===== config.mk =====
export PLATFORM = sky130hd
export DESIGN_NAME = ysyx_22040750_lsu
export DESIGN_NICKNAME = d
export VERILOG_FILES = /design/src/rtl/ysyx_22040750_lsu_pkg.sv /design/src/rtl/ysyx_22040750_lsu_align.sv /design/src/rtl/ysyx_22040750_lsu.sv
export SDC_FILE = /design/constraint.sdc
export NUM_CORES = 1
export LEC_CHECK = 0
export BUFFER_PORTS_ARGS = -buffer_cell sky130_fd_sc_hd__buf_4
export CORE_ASPECT_RATIO = 2
export CORE_MARGIN = 3
export CORE_UTILIZATION = 40
export CTS_CLUSTER_SIZE = 25
export DETAILED_ROUTE_END_ITERATION = 8
export GPL_ROUTABILITY_DRIVEN = 0
export MAX_ROUTING_LAYER = met4
export PLACE_DENSITY = 0.66
export SLEW_MARGIN = 20
export SYNTH_ARGS = -nofsm -noshare
export SYNTH_HDL_FRONTEND = slang
export SYNTH_SLANG_ARGS = --single-unit
export TNS_END_PERCENT = 30

===== constraint.sdc =====
create_clock -name I_clk -period 8.9 [get_ports I_clk]
set_input_delay 1.78 -clock I_clk [delete_from_list [all_inputs] [get_ports I_clk]]
set_output_delay 1.78 -clock I_clk [all_outputs]
set_load 0.005 [all_outputs]

===== src/rtl/ysyx_22040750_lsu_pkg.sv =====
// Shared LSU definitions: funct3 encodings, one-hot LSU state encoding,
// access-size masks and size/alignment helpers.
package ysyx_22040750_defs;

  localparam logic [2:0] F3_LB  = 3'b000;
  localparam logic [2:0] F3_LH  = 3'b001;
  localparam logic [2:0] F3_LW  = 3'b010;
  localparam logic [2:0] F3_LD  = 3'b011;
  localparam logic [2:0] F3_LBU = 3'b100;
  localparam logic [2:0] F3_LHU = 3'b101;
  localparam logic [2:0] F3_LWU = 3'b110;
  localparam logic [2:0] F3_SB  = 3'b000;
  localparam logic [2:0] F3_SH  = 3'b001;
  localparam logic [2:0] F3_SW  = 3'b010;
  localparam logic [2:0] F3_SD  = 3'b011;

  localparam logic [7:0] MASK_B = 8'h01;
  localparam logic [7:0] MASK_H = 8'h03;
  localparam logic [7:0] MASK_W = 8'h0f;
  localparam logic [7:0] MASK_D = 8'hff;

  typedef enum logic [4:0] {
    ST_IDLE   = 5'b00001,
    ST_REQ    = 5'b00010,
    ST_WAIT_R = 5'b00100,
    ST_WAIT_B = 5'b01000,
    ST_DONE   = 5'b10000
  } lsu_state_e;

  // Log2 of access size; store 1xx and load 111 fall back to doubleword.
  function automatic logic [1:0] eff_size(input logic is_store, input logic [2:0] f3);
    eff_size = (is_store && f3[2]) ? 2'b11 : f3[1:0];
  endfunction

  function automatic logic [7:0] size_mask(input logic [1:0] sz);
    case (sz)
      2'b00:   size_mask = MASK_B;
      2'b01:   size_mask = MASK_H;
      2'b10:   size_mask = MASK_W;
      default: size_mask = MASK_D;
    endcase
  endfunction

  function automatic logic is_misaligned(input logic [1:0] sz, input logic [2:0] off);
    case (sz)
      2'b00:   is_misaligned = 1'b0;
      2'b01:   is_misaligned = off[0];
      2'b10:   is_misaligned = |off[1:0];
      default: is_misaligned = |off;
    endcase
  endfunction

endpackage


===== src/rtl/ysyx_22040750_lsu_align.sv =====
// Combinational store data/byte-mask alignment and load extract/extend
// within a 64-bit doubleword.
module ysyx_22040750_lsu_align
  import ysyx_22040750_defs::*;
(
  input  logic        st_is_store,
  input  logic [2:0]  st_funct3,
  input  logic [2:0]  st_off,
  input  logic [63:0] st_wdata,
  output logic [63:0] st_data,
  output logic [7:0]  st_mask,
  input  logic [2:0]  ld_funct3,
  input  logic [2:0]  ld_off,
  input  logic [63:0] ld_raw,
  output logic [63:0] ld_data
);

  function automatic logic signed [63:0] extend(input logic [63:0] v, input logic [1:0] sz,
                                                input logic is_unsigned);
    logic signed [63:0] r;
    case (sz)
      2'b00:   r = is_unsigned ? {56'd0, v[7:0]}  : {{56{v[7]}},  v[7:0]};
      2'b01:   r = is_unsigned ? {48'd0, v[15:0]} : {{48{v[15]}}, v[15:0]};
      2'b10:   r = is_unsigned ? {32'd0, v[31:0]} : {{32{v[31]}}, v[31:0]};
      default: r = v;
    endcase
    extend = r;
  endfunction

  logic [1:0]  st_sz;
  logic [14:0] mask_wide;
  logic [63:0] ld_shifted;
  logic [1:0]  ld_sz;
  logic        ld_unsigned;

  always_comb begin
    st_sz     = eff_size(1'b1, st_funct3);
    // Bytes shifted past the doubleword boundary are dropped here.
    mask_wide = {7'd0, size_mask(st_sz)} << st_off;
    st_data   = st_is_store ? (st_wdata << {st_off, 3'b000}) : 64'd0;
    st_mask   = st_is_store ? mask_wide[7:0] : 8'd0;
  end

  always_comb begin
    ld_sz       = eff_size(1'b0, ld_funct3);
    ld_unsigned = ld_funct3[2] && (ld_funct3[1:0] != 2'b11);
    ld_shifted  = ld_raw >> {ld_off, 3'b000};
    ld_data     = extend(ld_shifted, ld_sz, ld_unsigned);
  end

endmodule


===== src/rtl/ysyx_22040750_lsu.sv =====
// MEM-stage load/store unit in front of the dcache cpu port; single outstanding access.
// Optional misaligned-access trap: define YSYX_22040750_LSU_MISALIGN_TRAP_EN.
module ysyx_22040750_lsu
  import ysyx_22040750_defs::*;
#(
  parameter int XLEN   = 64,
  parameter int ADDR_W = 32
) (
  input  logic              I_clk,
  input  logic              I_rst,
  input  logic              I_valid,
  input  logic              I_is_load,
  input  logic              I_is_store,
  input  logic [2:0]        I_funct3,
  input  logic [ADDR_W-1:0] I_addr,
  input  logic [XLEN-1:0]   I_wdata,
  input  logic [4:0]        I_rd_idx,
  output logic              O_ready,
  output logic              O_valid,
  output logic [XLEN-1:0]   O_rdata,
  output logic [4:0]        O_rd_idx,
  output logic              O_misalign,
  output logic [ADDR_W-1:0] O_cpu_addr,
  output logic [XLEN-1:0]   O_cpu_data,
  output logic [7:0]        O_cpu_wmask,
  output logic              O_cpu_rd_req,
  output logic              O_cpu_wr_req,
  input  logic              I_cpu_mem_ready,
  input  logic [XLEN-1:0]   I_cpu_data,
  input  logic              I_cpu_rvalid,
  input  logic              I_cpu_bvalid
);

  lsu_state_e state, state_nxt;

  logic [ADDR_W-1:0] addr_p0;
  logic [2:0]        funct3_p0;
  logic              is_store_p0;
  logic [XLEN-1:0]   data_p0;
  logic [7:0]        mask_p0;
  logic [4:0]        rd_idx_p0;
  logic [XLEN-1:0]   rdata_p1;

  logic              accept;
  logic              acc_mis;
  logic [XLEN-1:0]   st_data;
  logic [7:0]        st_mask;
  logic [XLEN-1:0]   ld_data;

  assign accept = I_valid && (state == ST_IDLE) && (I_is_load || I_is_store);

  ysyx_22040750_lsu_align u_align (
    .st_is_store (I_is_store),
    .st_funct3   (I_funct3),
    .st_off      (I_addr[2:0]),
    .st_wdata    (I_wdata),
    .st_data     (st_data),
    .st_mask     (st_mask),
    .ld_funct3   (funct3_p0),
    .ld_off      (addr_p0[2:0]),
    .ld_raw      (I_cpu_data),
    .ld_data     (ld_data)
  );

`ifdef YSYX_22040750_LSU_MISALIGN_TRAP_EN
  logic mis_p0;

  assign acc_mis = is_misaligned(eff_size(I_is_store, I_funct3), I_addr[2:0]);

  always_ff @(posedge I_clk or posedge I_rst) begin
    if (I_rst)       mis_p0 <= 1'b0;
    else if (accept) mis_p0 <= acc_mis;
  end

  assign O_misalign = O_valid && mis_p0;
`else
  assign acc_mis    = 1'b0;
  assign O_misalign = 1'b0;
`endif

  // Stage p0: op capture on accept
  always_ff @(posedge I_clk or posedge I_rst) begin
    if (I_rst) begin
      state       <= ST_IDLE;
      addr_p0     <= '0;
      funct3_p0   <= '0;
      is_store_p0 <= 1'b0;
      data_p0     <= '0;
      mask_p0     <= '0;
      rd_idx_p0   <= '0;
    end else begin
      state <= state_nxt;
      if (accept) begin
        addr_p0     <= I_addr;
        funct3_p0   <= I_funct3;
        is_store_p0 <= I_is_store;
        data_p0     <= st_data;
        mask_p0     <= st_mask;
        rd_idx_p0   <= I_rd_idx;
      end
    end
  end

  // Stage p1: load result capture
  always_ff @(posedge I_clk or posedge I_rst) begin
    if (I_rst)                                     rdata_p1 <= '0;
    else if (accept)                               rdata_p1 <= '0;
    else if (state == ST_WAIT_R && I_cpu_rvalid)   rdata_p1 <= ld_data;
  end

  always_comb begin
    state_nxt = state;
    case (state)
      ST_IDLE:   if (accept) state_nxt = acc_mis ? ST_DONE : ST_REQ;
      ST_REQ:    if (I_cpu_mem_ready) state_nxt = is_store_p0 ? ST_WAIT_B : ST_WAIT_R;
      ST_WAIT_R: if (I_cpu_rvalid) state_nxt = ST_DONE;
      ST_WAIT_B: if (I_cpu_bvalid) state_nxt = ST_DONE;
      ST_DONE:   state_nxt = ST_IDLE;
      default:   state_nxt = ST_IDLE;
    endcase
  end

  // Requests are combinational on state so an async reset drops them at once.
  assign O_cpu_rd_req = (state == ST_REQ) && I_cpu_mem_ready && !is_store_p0;
  assign O_cpu_wr_req = (state == ST_REQ) && I_cpu_mem_ready &&  is_store_p0;
  assign O_ready      = (state == ST_IDLE);
  assign O_valid      = (state == ST_DONE);
  assign O_rdata      = rdata_p1;
  assign O_rd_idx     = rd_idx_p0;
  assign O_cpu_addr   = addr_p0;
  assign O_cpu_data   = data_p0;
  assign O_cpu_wmask  = mask_p0;

endmodule


==> metrics <==
status finished, final reports clean; Die X 119 um; Longest Clk Path Bufs 2; R2R Path End O_rdata[39]; GR Overflow Total 0; cell depth of the worst flop-to-flop path 7; switching share of power 38.8%; drt first pass iters 5; I/O pin cnt 354; Int Pwr 2.27 mW; Chip Height 233 um; clock net sink count 182; vias in the first global route 9,252; Antenna Nets Post-Route 0; # setup viols final 0; Min-Delay Path Class reg -> reg; most frequent CP cell buf_4; CP Launch Type input port; clock transition at the registers of the reported paths 70 ps; number of synthesized flops with an enable pin 0; Synth area leader dfrtp_1; post-synthesis cell type count 52; Worst-Margin Slew 1100 ps; worst min-delay path startpoint O_rdata[36]; TritonCTS Buffers 17; clock latency on the worst-skew pair 440 ps; CP Capture Type output pin; Mean Syn Cell Area 10.5 um2; DR vias 9,297; final wirelength 37,600 um; gr usage total 27.2%; Setup TNS Final 0 ps; fin nets 1,453; worst-path fanout max 4; area grow syn2layout 32.3%; layout cells sized above 1 40.0%; Cell Pwr Density 272 nW/um2; hold path depth 2; largest net degree at the start of global routing 116; CP max stage delay 130 ps; critical-path cell list buf_4 -> nand3_1 -> nor2_1 -> buf_4; clock power share 20.1%; RSZ-0062 raised after global routing no; postcts setup bufs 0; global-route wire length before repair 55,500 um; Iter 0 DRT Violations 679; fmax 249 MHz; Worst Path Buf+Inv 2; Final Instance Area 13,600 um2; Inserted Diodes 0; CTS root buf clkbuf_16; initial antenna violation count 0; Hold EP O_rdata[36]; CP Class in -> out; sequential power share 33.2%; CP arrival 2230 ps; max-slew violations 0; Slew HR 25.8%; Crit-path slowest cell nor2_1; die footprint 27,800 um2; Synth Register Bits 182; GR peak layer met2; synthesized area 10,300 um2; WP data required 7120 ps; M3 GR Usage 3.58%; Async S/R FF share, synth 100%; Pleak 6.52 nW; final hold vios 0; # rows 82; Max Clock Skew 12.0 ps; initial core utilization 40.8%; flop-to-flop setup slack 5960 ps; post-synthesis sequential area ratio 44.3%; CTS Hold Buffers Added 0; peak supply drop 0.135 mV; post-cts sizing count 0; # Max-Cap Violations 0; Port Buffers 352; hold_ws 477 ps; dpl hpwl 29,100 um; share of the synthesized area in the top cell type 44.0%; area post-placement 13,000 um2; wire per inst 23.1 um; # DRC 0; fin crit period 4010 ps; GR Util met1 25.8%; GR Util met2 49.9%; CP top delay family simple AND/OR/NAND/NOR gates; Comb power frac 46.6%; most frequent cells in the layout buf_4 (363), dfrtp_1 (179), nand2_1 (105); P_sw 1.44 mW; most common cell after layout, fill and taps aside buf_4; Via density 5.72; top post-synthesis cells by area dfrtp_1 (44%), mux2i_1 (8.0%), mux4_2 (6.8%); CORE AREA 25,200 um2; syn nets 1,159; Cells after Synth 983; overall power 3.70 mW; H-tree levels 4; CTS tree done; Primary FF master, synth dfrtp_1; Final period util 45.1%; Worst R2R Start O_cpu_addr[0]; Yosys warning total 0
-- worst reg2reg max path, stage by stage, from the launching register on --
cell	delay, ps
dfrtp_4	520
buf_4	730
nand3b_1	210
o211ai_1	120
and4_1	310
o31ai_4	220
buf_4	520
o21ai_0	190
-- final cells by class --
cell class                      count  area [um2]
Tap cell                          336         420
Fill cell                        2312       11600
Clock buffer                       23         468
Multi-Input combinational cell    698        5280
Clock inverter                      9        93.8
Sequential cell                   182        4560
Inverter                           15        63.8
Timing Repair Buffer              363        2730
-- worst max-delay path by stage --
stage,startpoint,endpoint,cells past startpoint
2_1_floorplan,I_rst,O_cpu_addr[0],1
3_3_place_gp,I_is_store,O_rdata[21],5
3_5_place_dp,I_is_store,O_rdata[18],5
4_1_cts,I_cpu_mem_ready,O_cpu_rd_req,4
5_1_grt,I_cpu_mem_ready,O_cpu_rd_req,4
6_report,I_cpu_mem_ready,O_cpu_rd_req,4
-- through the flow --
| stage | instances | util, % | setup slack, ps |
|---|---|---|---|
| floorplan | 983 | - | 2180 |
| detailed placement | 1594 | 51.7 | 4730 |
| CTS | 1626 | 53.9 | 4880 |
| global placement | 1594 | 51.7 | 4790 |
| finish | 1626 | 53.9 | 4890 |
| global route | 1626 | 53.9 | 4790 |
-- power by group through the flow --
stage,Sequential (mW),Clock (mW),Combinational [mW]
2_1_floorplan,1.21,0,0.984
3_3_place_gp,1.23,0,1.72
3_5_place_dp,1.24,0,1.73
4_1_cts,1.23,0.759,1.74
5_1_grt,1.26,0.793,1.85
6_report,1.23,0.746,1.73
-- synth_stat cells, drive strengths merged, types with 3 or more instances --
library cell and n:
a211oi 44, a21o 3, a21oi 67, a221o 9, a22o 45, and2 3, buf 39, clkbuf 49
dfrtp 181, inv 15, mux2 53, mux2i 82, mux4 31, nand2 105, nand2b 14, nand3b 4
nor2 57, nor2b 21, nor3 7, o211ai 8, o21ai 90, o221ai 12, o22ai 10, o31ai 3
o32ai 3
-- flip-flops by register name (all words and copies together) (netlist names) --
name         count
O_cpu_data      64
funct3_p0        3
O_cpu_addr      32
state            5
O_rdata         64
O_cpu_wmask      8
is_store_p0      1
O_rd_idx         5
-- layer usage --
metal,part of all wire (%),routed length (um),vias up
met5,0,0,-
met1,32,12200,4564
met3,4.6,1710,94
met2,56,20900,406
met4,7.6,2870,0
li1,-,-,4233
-- logic make-up (layout without fill, tap and decap cells) --
group,after synthesis,after routing,share of synthesized area (%)
simple gates,223,223,9.81
flops,182,182,44.3
buf+inv,103,410,4.62
other cells,1,1,0.0364
compound gates,308,308,20.7
mux,166,166,20.6
Power figures use the tool's default switching activity.
